--- config.mk ---
export PLATFORM = sky130hd
export DESIGN_NAME = jtag_riscv_dtm
export DESIGN_NICKNAME = d
export VERILOG_FILES = /design/src/rtl/jtag_dtm_pkg.sv /design/src/rtl/jtag_tap_fsm.sv /design/src/rtl/jtag_riscv_dtm.sv
export SDC_FILE = /design/constraint.sdc
export NUM_CORES = 1
export LEC_CHECK = 0
export BUFFER_PORTS_ARGS = -buffer_cell sky130_fd_sc_hd__buf_2
export CORE_UTILIZATION = 35
export DETAILED_ROUTE_END_ITERATION = 8
export PLACE_DENSITY = 0.57
export SYNTH_ARGS = -nofsm -noshare
export SYNTH_HDL_FRONTEND = slang
export SYNTH_SLANG_ARGS = --single-unit
--- constraint.sdc ---
create_clock -name TCK -period 14.88 [get_ports TCK]
set_input_delay 3.72 -clock TCK [delete_from_list [all_inputs] [get_ports TCK]]
set_output_delay 3.72 -clock TCK [all_outputs]
set_load 0.01 [all_outputs]
--- src/rtl/jtag_dtm_pkg.sv ---
// Shared types for the RISC-V JTAG DTM: TAP states, IR codes, DMI op/resp codes, DTMCS layout.
package jtag_dtm_pkg;

  typedef enum logic [3:0] {
    TAP_EX2_DR   = 4'h0, TAP_EX1_DR   = 4'h1, TAP_SH_DR  = 4'h2, TAP_PAUSE_DR = 4'h3,
    TAP_SEL_IR   = 4'h4, TAP_UPD_DR   = 4'h5, TAP_CAP_DR = 4'h6, TAP_SEL_DR   = 4'h7,
    TAP_EX2_IR   = 4'h8, TAP_EX1_IR   = 4'h9, TAP_SH_IR  = 4'hA, TAP_PAUSE_IR = 4'hB,
    TAP_RTI      = 4'hC, TAP_UPD_IR   = 4'hD, TAP_CAP_IR = 4'hE, TAP_TLR      = 4'hF
  } tap_state_e;

  localparam logic [4:0] IR_IDCODE  = 5'h01;
  localparam logic [4:0] IR_DTMCS   = 5'h10;
  localparam logic [4:0] IR_DMI     = 5'h11;
  localparam logic [4:0] IR_BYPASS  = 5'h1F;
  localparam logic [4:0] IR_CAPTURE = 5'b00001;

  localparam logic [1:0] DMI_OP_NOP   = 2'd0;
  localparam logic [1:0] DMI_OP_READ  = 2'd1;
  localparam logic [1:0] DMI_OP_WRITE = 2'd2;

  localparam logic [1:0] DMI_RESP_OK     = 2'd0;
  localparam logic [1:0] DMI_RESP_FAILED = 2'd2;
  localparam logic [1:0] DMI_RESP_BUSY   = 2'd3;

  localparam int DTMCS_VERSION_LSB = 0;
  localparam int DTMCS_ABITS_LSB   = 4;
  localparam int DTMCS_DMISTAT_LSB = 10;
  localparam int DTMCS_IDLE_LSB    = 12;
  localparam int DTMCS_DMIRESET    = 16;
  localparam int DTMCS_HARDRESET   = 17;

  typedef struct packed {
    logic [13:0] zero_hi;
    logic        dmihardreset;
    logic        dmireset;
    logic        zero_lo;
    logic [2:0]  idle;
    logic [1:0]  dmistat;
    logic [5:0]  abits;
    logic [3:0]  version;
  } dtmcs_t;

  function automatic tap_state_e tap_next(input tap_state_e s, input logic tms);
    case (s)
      TAP_TLR:      return tms ? TAP_TLR    : TAP_RTI;
      TAP_RTI:      return tms ? TAP_SEL_DR : TAP_RTI;
      TAP_SEL_DR:   return tms ? TAP_SEL_IR : TAP_CAP_DR;
      TAP_CAP_DR:   return tms ? TAP_EX1_DR : TAP_SH_DR;
      TAP_SH_DR:    return tms ? TAP_EX1_DR : TAP_SH_DR;
      TAP_EX1_DR:   return tms ? TAP_UPD_DR : TAP_PAUSE_DR;
      TAP_PAUSE_DR: return tms ? TAP_EX2_DR : TAP_PAUSE_DR;
      TAP_EX2_DR:   return tms ? TAP_UPD_DR : TAP_SH_DR;
      TAP_UPD_DR:   return tms ? TAP_SEL_DR : TAP_RTI;
      TAP_SEL_IR:   return tms ? TAP_TLR    : TAP_CAP_IR;
      TAP_CAP_IR:   return tms ? TAP_EX1_IR : TAP_SH_IR;
      TAP_SH_IR:    return tms ? TAP_EX1_IR : TAP_SH_IR;
      TAP_EX1_IR:   return tms ? TAP_UPD_IR : TAP_PAUSE_IR;
      TAP_PAUSE_IR: return tms ? TAP_EX2_IR : TAP_PAUSE_IR;
      TAP_EX2_IR:   return tms ? TAP_UPD_IR : TAP_SH_IR;
      TAP_UPD_IR:   return tms ? TAP_SEL_DR : TAP_RTI;
      default:      return TAP_TLR;
    endcase
  endfunction

endpackage

--- src/rtl/jtag_tap_fsm.sv ---
// IEEE 1149.1 TAP controller; strobes are registered alongside the state so they
// are high exactly while the TAP sits in the matching state.
module jtag_tap_fsm
  import jtag_dtm_pkg::*;
(
  input  logic       tck,
  input  logic       trst,
  input  logic       tms,
  output tap_state_e state,
  output logic       capture_ir,
  output logic       shift_ir,
  output logic       update_ir,
  output logic       capture_dr,
  output logic       shift_dr,
  output logic       update_dr
);

  tap_state_e nxt;
  assign nxt = tap_next(state, tms);

  always_ff @(posedge tck or posedge trst) begin
    if (trst) begin
      state      <= TAP_TLR;
      capture_ir <= 1'b0;
      shift_ir   <= 1'b0;
      update_ir  <= 1'b0;
      capture_dr <= 1'b0;
      shift_dr   <= 1'b0;
      update_dr  <= 1'b0;
    end else begin
      state      <= nxt;
      capture_ir <= (nxt == TAP_CAP_IR);
      shift_ir   <= (nxt == TAP_SH_IR);
      update_ir  <= (nxt == TAP_UPD_IR);
      capture_dr <= (nxt == TAP_CAP_DR);
      shift_dr   <= (nxt == TAP_SH_DR);
      update_dr  <= (nxt == TAP_UPD_DR);
    end
  end

endmodule

--- src/rtl/jtag_riscv_dtm.sv ---
// RISC-V JTAG DTM: IR, IDCODE/DTMCS/DMI/BYPASS data registers and the DMI handshake.
// Define TDO_NEGEDGE_EN to re-time TDO on the falling edge of TCK.
module jtag_riscv_dtm
  import jtag_dtm_pkg::*;
#(
  parameter int          ABITS    = 7,
  parameter logic [31:0] IDCODE   = 32'h1000_0CFD,
  parameter int          IR_WIDTH = 5
) (
  input  logic             TCK,
  input  logic             TRST,
  input  logic             TMS,
  input  logic             TDI,
  output logic             TDO,
  output logic             DMI_REQ_VALID,
  input  logic             DMI_REQ_READY,
  output logic [ABITS-1:0] DMI_REQ_ADDR,
  output logic [31:0]      DMI_REQ_DATA,
  output logic [1:0]       DMI_REQ_OP,
  input  logic             DMI_RESP_VALID,
  input  logic [31:0]      DMI_RESP_DATA,
  input  logic [1:0]       DMI_RESP_RESP
);

  localparam int DMI_W = ABITS + 34;

  typedef enum logic [1:0] {DR_BYPASS, DR_IDCODE, DR_DTMCS, DR_DMI} dr_sel_e;

  tap_state_e tap_state;
  logic capture_ir, shift_ir, update_ir, capture_dr, shift_dr, update_dr;

  jtag_tap_fsm u_tap (
    .tck       (TCK),
    .trst      (TRST),
    .tms       (TMS),
    .state     (tap_state),
    .capture_ir(capture_ir),
    .shift_ir  (shift_ir),
    .update_ir (update_ir),
    .capture_dr(capture_dr),
    .shift_dr  (shift_dr),
    .update_dr (update_dr)
  );

  logic [IR_WIDTH-1:0] ir, ir_sr;
  logic [DMI_W-1:0]    dr_sr, dr_cap, dr_shift;
  logic [1:0]          dmistat;
  logic                outstanding;
  logic [ABITS-1:0]    last_addr;
  logic [31:0]         last_data;
  dr_sel_e             dr_sel;
  dtmcs_t              dtmcs_rd;
  logic                tdo_comb;

  logic [ABITS-1:0] upd_addr;
  logic [31:0]      upd_data;
  logic [1:0]       upd_op;
  assign upd_addr = dr_sr[DMI_W-1 -: ABITS];
  assign upd_data = dr_sr[33:2];
  assign upd_op   = dr_sr[1:0];

  always_comb begin
    dr_sel = DR_BYPASS;
    case (ir)
      IR_WIDTH'(IR_IDCODE): dr_sel = DR_IDCODE;
      IR_WIDTH'(IR_DTMCS):  dr_sel = DR_DTMCS;
      IR_WIDTH'(IR_DMI):    dr_sel = DR_DMI;
      IR_WIDTH'(IR_BYPASS): dr_sel = DR_BYPASS;
      default:              dr_sel = DR_BYPASS;
    endcase
  end

  always_comb begin
    dtmcs_rd         = '0;
    dtmcs_rd.idle    = 3'd1;
    dtmcs_rd.dmistat = dmistat;
    dtmcs_rd.abits   = 6'(ABITS);
    dtmcs_rd.version = 4'd1;
  end

  // Every DR shares one shift register; TDI enters at the MSB of the selected width.
  always_comb begin
    dr_cap   = '0;
    dr_shift = DMI_W'(TDI);
    case (dr_sel)
      DR_IDCODE: begin
        dr_cap   = DMI_W'(IDCODE);
        dr_shift = DMI_W'({TDI, dr_sr[31:1]});
      end
      DR_DTMCS: begin
        dr_cap   = DMI_W'(dtmcs_rd);
        dr_shift = DMI_W'({TDI, dr_sr[31:1]});
      end
      DR_DMI: begin
        dr_cap   = {last_addr, last_data, outstanding ? DMI_RESP_BUSY : dmistat};
        dr_shift = {TDI, dr_sr[DMI_W-1:1]};
      end
      default: begin
        dr_cap   = '0;
        dr_shift = DMI_W'(TDI);
      end
    endcase
  end

  always_ff @(posedge TCK or posedge TRST) begin
    if (TRST) begin
      ir            <= IR_WIDTH'(IR_IDCODE);
      ir_sr         <= '0;
      dr_sr         <= '0;
      dmistat       <= DMI_RESP_OK;
      outstanding   <= 1'b0;
      last_addr     <= '0;
      last_data     <= '0;
      DMI_REQ_VALID <= 1'b0;
      DMI_REQ_ADDR  <= '0;
      DMI_REQ_DATA  <= '0;
      DMI_REQ_OP    <= DMI_OP_NOP;
    end else begin
      if (tap_state == TAP_TLR) ir <= IR_WIDTH'(IR_IDCODE);
      else if (update_ir)       ir <= ir_sr;

      if (capture_ir)    ir_sr <= IR_WIDTH'(IR_CAPTURE);
      else if (shift_ir) ir_sr <= {TDI, ir_sr[IR_WIDTH-1:1]};

      if (capture_dr)    dr_sr <= dr_cap;
      else if (shift_dr) dr_sr <= dr_shift;

      if (DMI_REQ_VALID && DMI_REQ_READY) DMI_REQ_VALID <= 1'b0;

      if (DMI_RESP_VALID && outstanding) begin
        last_data   <= DMI_RESP_DATA;
        outstanding <= 1'b0;
        if (DMI_RESP_RESP != DMI_RESP_OK) dmistat <= DMI_RESP_RESP;
      end

      // A scan that observes a busy DMI is sticky-flagged until dmireset.
      if (capture_dr && dr_sel == DR_DMI && outstanding) dmistat <= DMI_RESP_BUSY;

      if (update_dr) begin
        case (dr_sel)
          DR_DTMCS: begin
            if (dr_sr[DTMCS_DMIRESET] || dr_sr[DTMCS_HARDRESET]) dmistat <= DMI_RESP_OK;
            if (dr_sr[DTMCS_HARDRESET]) begin
              DMI_REQ_VALID <= 1'b0;
              outstanding   <= 1'b0;
            end
          end
          DR_DMI: begin
            if (outstanding) begin
              dmistat <= DMI_RESP_BUSY;
            end else if ((upd_op == DMI_OP_READ || upd_op == DMI_OP_WRITE) &&
                         dmistat == DMI_RESP_OK) begin
              DMI_REQ_VALID <= 1'b1;
              DMI_REQ_ADDR  <= upd_addr;
              DMI_REQ_DATA  <= upd_data;
              DMI_REQ_OP    <= upd_op;
              last_addr     <= upd_addr;
              outstanding   <= 1'b1;
            end
          end
          default: ;
        endcase
      end
    end
  end

  assign tdo_comb = shift_ir ? ir_sr[0] : (shift_dr ? dr_sr[0] : 1'b0);

`ifdef TDO_NEGEDGE_EN
  logic tdo_q;
  always_ff @(negedge TCK or posedge TRST) begin
    if (TRST) tdo_q <= 1'b0;
    else      tdo_q <= tdo_comb;
  end
  assign TDO = tdo_q;
`else
  assign TDO = tdo_comb;
`endif

endmodule

# --- Word level (Yosys, flattened, before mapping) ---
# Cells that the tools add are included.
totals:
  output_inout_bits: 43
  wordCells: 109
  reg_bits: 138
  input_bits: 40
op_classes:
  n_eq_ne: 29
  n_bitwise: 1
  n_mux: 44
  reduce_logical: 18
op_table:
  columns: ["op", "count"]
  rows:
  - ["case mux 41 bit (3 select lines)", 1]
  - ["2-to-1 mux 41 bit", 2]
  - ["case mux 41 bit (2 select lines)", 1]
  - ["case mux 4 bit (12 select lines)", 1]
  - ["== test 4 bit, second input constant", 11]
  - ["2-to-1 mux 2 bit", 13]
  - ["== test 4 x 3 -> 1 bit, second input constant", 6]
  - ["2-to-1 mux 5 bit", 4]
  - ["2-to-1 mux 1 bit", 13]
  - ["== test 4 x 2 -> 1 bit, second input constant", 3]
  - ["2-to-1 mux 3 bit", 4]
  - ["== test 5 bit, second input constant", 2]
  - ["nonzero test 2 bit", 4]
  - ["== test 2 bit, second input constant", 3]
  - ["case mux 2 bit (3 select lines)", 1]
  - ["OR reduction 2 bit", 3]
  - ["== test 5 x 1 -> 1 bit, second input constant", 1]
  - ["logical AND 1 bit", 5]
  - ["== test 2 x 1 -> 1 bit, second input constant", 2]
  - ["== test 4 x 1 -> 1 bit, second input constant", 1]
  - ["logical NOT 4 bit", 1]
  - ["2-to-1 mux 4 bit", 1]
  - ["case mux 1 bit (2 select lines)", 2]
  - ["case mux 2 bit (2 select lines)", 1]
  - ["other kinds (5)", 6]

# --- Longest topological paths before layout ---
depth:
  depth_word: 9
  mapped_depth: 6
  mapped_depth_nobuf: 3

# --- Cells and area by module ---
# A second synthesis with hierarchy kept.
hier_totals:
  hier_cells: 474
  area_unflattened_um2: 5945.7
modules_own_cells:
  columns: ["mod", "area_each_um2", "cells_each", "seq_area_each_um2", "instances"]
  rows:
  - ["jtag_riscv_dtm", 5504.0, 434, 3204.3, 1]
  - ["jtag_tap_fsm", 441.7, 40, 255.2, 1]

# --- Worst setup path before layout ---
# No wires, ideal clock.
synth_path:
  kind: "register -> output"
  start: "register u_tap.shift_dr"
  end: "output TDO"
  path_slack_ns: 9.701
  arrival_time_ns: 1.459
  path_stages_with_launch: 6
  n_path_buf: 3
  t_required_ns: 11.160
  cell_sequence: "dfrtp_1 > clkbuf_1 > clkbuf_1 > clkbuf_1 > nand2_1 > o21ai_0"
synth_via:
  elab_chain_cells: 2
synth_rtl:
  columns: ["element", "line", "source"]
  rows:
  - ["start, declared", "jtag_tap_fsm.sv:14", "output logic shift_dr,"]
  - ["start signal, assigned", "jtag_tap_fsm.sv:36", "shift_dr <= (nxt == TAP_SH_DR);"]
  - ["2-to-1 mux 1 bit (2 in series)", "jtag_riscv_dtm.sv:167", "assign tdo_comb = shift_ir ? ir_sr[0] : (shift_dr ? dr_sr[0] : 1'b0);"]
  - ["end, declared", "jtag_riscv_dtm.sv:14", "output logic TDO,"]
# No other way between the ends.

# --- Worst setup path after layout ---
# Ends and elaborated chain as after synthesis.

==> impl_metrics.json <==
{
  "status": "completed",
  "drive_above_1_share_pct": 29.2,
  "dieArea_mm2": 0.0177,
  "synth_ff_type": "dfrtp_1",
  "nNetsFinal": 605,
  "p_int_uw": 831,
  "seqPwrFrac_pct": 44.2,
  "place_area_mm2": 0.00656,
  "crit_path_max_fanout": 27,
  "pwr-share-comb_pct": 20.0,
  "period_needed_ps": 5420,
  "rows": 47,
  "critPathLaunchType": "register",
  "finalInstanceArea_mm2": 0.00718,
  "dp_hpwl_mm": 9.64,
  "rsz0062_at_grt": "no",
  "dp_worst_setup_slack_ps": 9510,
  "final_antenna_net_count": 0,
  "synth_area_per_cell_um2": 12.0,
  "clock_path_buffers": 2,
  "setup_slack_ps": 9460,
  "skew_ps": 8.33,
  "hp-class": "reg2reg",
  "initialDrtViolationCount": 260,
  "cap_violations": 0,
  "pin_count": 83,
  "regArea_mm2": 0.00346,
  "p_sw_share_pct": 32.7,
  "postCtsSetupRepairBufs": 0,
  "drc_errors": 0,
  "cp.required_ps": 11160,
  "synth_fp_nets": 542,
  "holdPathStages": 1,
  "htree_levels": 4,
  "vias": 4128,
  "p_per_area_mw_per_mm2": 172,
  "synth.distinct_cells": 50,
  "syn_area_mm2": 0.00600,
  "tightest_slew_ps": 1120,
  "rr_worst_depth": 4,
  "total_power_mw": 1.23,
  "dp_cells": 766,
  "routedWlPerCell_um": 17.2,
  "ys_seq_area_share_pct": 57.6,
  "cp-end-kind": "output port",
  "die_h_um": 133,
  "grt_pass1_vias": 4185,
  "grt_pass1_wl_mm": 23.0,
  "r2r_slack_ps": 11650,
  "setup_violations": 0,
  "peakVddDrop_v": 0.0000900,
  "insertion_delay_ps": 410,
  "via_per_inst": 5.17,
  "ys.warnings.count": 0,
  "hold_ws_ps": 482,
  "synth-edff-count": 0,
  "multi_input_area_mm2": 0.00236,
  "cts_num_sinks": 138,
  "root_buffer": "clkbuf_16",
  "cts_tree": "done",
  "cts_buffers": 17,
  "clock_power_share_pct": 35.8,
  "min_period_over_period_pct": 36.4,
  "layout.cells.non_filler": 798,
  "final_util_pct": 43.1,
  "hold_buffers": 0,
  "grt_max_degree": 80,
  "ctsResizeCount": 0,
  "slew_violations": 0,
  "antenna_found_initial": 0,
  "power_switching_uw": 404,
  "fillCellCount": 1565,
  "finalWeightedCongestion": 0.772,
  "synth_seq_cells": 138,
  "postRouteWirelength_mm": 13.7,
  "die_x_um": 133,
  "grt_usage_pct": 16.6,
  "clk_pin_slew_ps": 60,
  "crit_type": "reg2out",
  "start_util_pct": 36.1,
  "core_mm2": 0.0166,
  "setup_tns_ps": 0,
  "grt.overflow.total": 0,
  "netlist_instances": 502,
  "worstPathArrival_ps": 1700,
  "syn_to_final_growth_pct": 19.6,
  "dr.pass1.iters": 5,
  "n_antenna_cell": 0,
  "clock.fmax_mhz": 185,
  "hold_violations": 0,
  "port_buffers": 82,
  "async_flop_share_pct": 100,
  "slew_headroom_pct": 25.0,
  "p_leak_nw": 3.51
}
## layout by cell type, fill, tap and decap left out, types with 10 or more instances in the layout
master,netlist,final
buf_2,9,82
clkbuf_16,0,17
dfrtp_1,133,133
mux2_1,38,38
mux2_2,37,37
nand2_1,33,33
nand2b_1,10,10
nand3_1,50,50
nand4_1,19,19
nor2_1,22,22
nor2b_1,15,15
## final timing paths
kind | start | end
setup / recovery | u_tap.shift_dr | TDO
hold / removal | DMI_REQ_DATA[3] | DMI_REQ_DATA[3]
setup reg to reg | ir[4] | DMI_REQ_OP[1]
hold reg to reg | DMI_REQ_DATA[3] | DMI_REQ_DATA[3]
max in group asynchronous | TRST | dr_sr[2]
min in group asynchronous | TRST | DMI_REQ_DATA[22]
## routing by layer
| metal | track usage [%] | part of all wire (%) |
|---|---|---|
| met1 | 24.0 | 49 |
| met2 | 23.8 | 44 |
| met3 | 4.44 | 6.3 |
| met4 | 6.00 | 1.2 |
| met5 | 0 | 0 |
## synth_stat cells, types with 2 or more instances
| library cell | n | area (um^2) |
|---|---|---|
| buf_1 | 3 | 11.3 |
| a21boi_0 | 2 | 15.0 |
| nand2_1 | 33 | 124 |
| and3_1 | 2 | 12.5 |
| a41oi_1 | 9 | 78.8 |
| clkbuf_1 | 31 | 116 |
| inv_1 | 2 | 7.51 |
| o2bb2ai_1 | 9 | 78.8 |
| and2_1 | 2 | 12.5 |
| mux2_1 | 38 | 428 |
| mux2i_1 | 9 | 90.1 |
| dfstp_2 | 5 | 131 |
| nor2b_1 | 15 | 93.8 |
| a221o_1 | 3 | 30.0 |
| dfrtp_1 | 133 | 3330 |
| a31oi_1 | 9 | 56.3 |
| nor2_1 | 22 | 82.6 |
| xor2_1 | 2 | 17.5 |
| nor4b_1 | 2 | 17.5 |
| nand4_1 | 19 | 119 |
| mux2_2 | 37 | 417 |
| nand2b_1 | 10 | 62.6 |
| a22oi_1 | 2 | 15.0 |
| or2_2 | 2 | 12.5 |
| buf_2 | 9 | 45.0 |
| o211a_1 | 3 | 30.0 |
| a21oi_1 | 4 | 20.0 |
| nand3_1 | 50 | 250 |
| o211ai_1 | 5 | 37.5 |
| o21ai_0 | 9 | 45.0 |
| nor3_1 | 2 | 10.0 |
## power groups by stage
stage / clock network (mW) / registers (mW) / logic, mW
floorplan: 0 / 0.493 / 0.229
global placement: 0 / 0.549 / 0.241
detailed placement: 0 / 0.553 / 0.248
CTS: 0.451 / 0.547 / 0.248
global route: 0.468 / 0.559 / 0.279
finish: 0.442 / 0.546 / 0.247
## worst max-delay path: stages (launching register included)
cell and delay (ps):
dfrtp_1 870, nand2_1 110, o21ai_0 160, buf_2 150
## state kept, by name (all words and copies together), names as in the netlist
signal,count
u_tap.update_ir,1
u_tap.capture_ir,1
last_addr,7
DMI_REQ_DATA,32
u_tap.shift_dr,1
u_tap.capture_dr,1
ir_sr,5
u_tap.state,4
ir,5
outstanding,1
DMI_REQ_OP,2
dmistat,2
u_tap.shift_ir,1
DMI_REQ_VALID,1
u_tap.update_dr,1
last_data,32
dr_sr,41
## layout make-up
type | count | area share, %
flip-flops and latches | 138 | 48.2
multi-input cells | 319 | 32.9
repair buffers | 87 | 6.24
clock buffers | 17 | 5.93
well taps | 220 | 3.83
clock inverters | 15 | 2.77
inverters | 2 | 0.139
## kinds of logic (layout without fill, tap and decap cells)
kind of cell / after synthesis / count (layout) / synth area share (%)
compound gates: 65 / 65 / 8.23
xor+xnor: 2 / 2 / 0.292
buf+inv: 45 / 121 / 3.00
flops: 138 / 138 / 57.6
mux: 84 / 84 / 15.6
simple gates: 168 / 168 / 15.3
No activity file was read; power rests on OpenSTA's default activity.
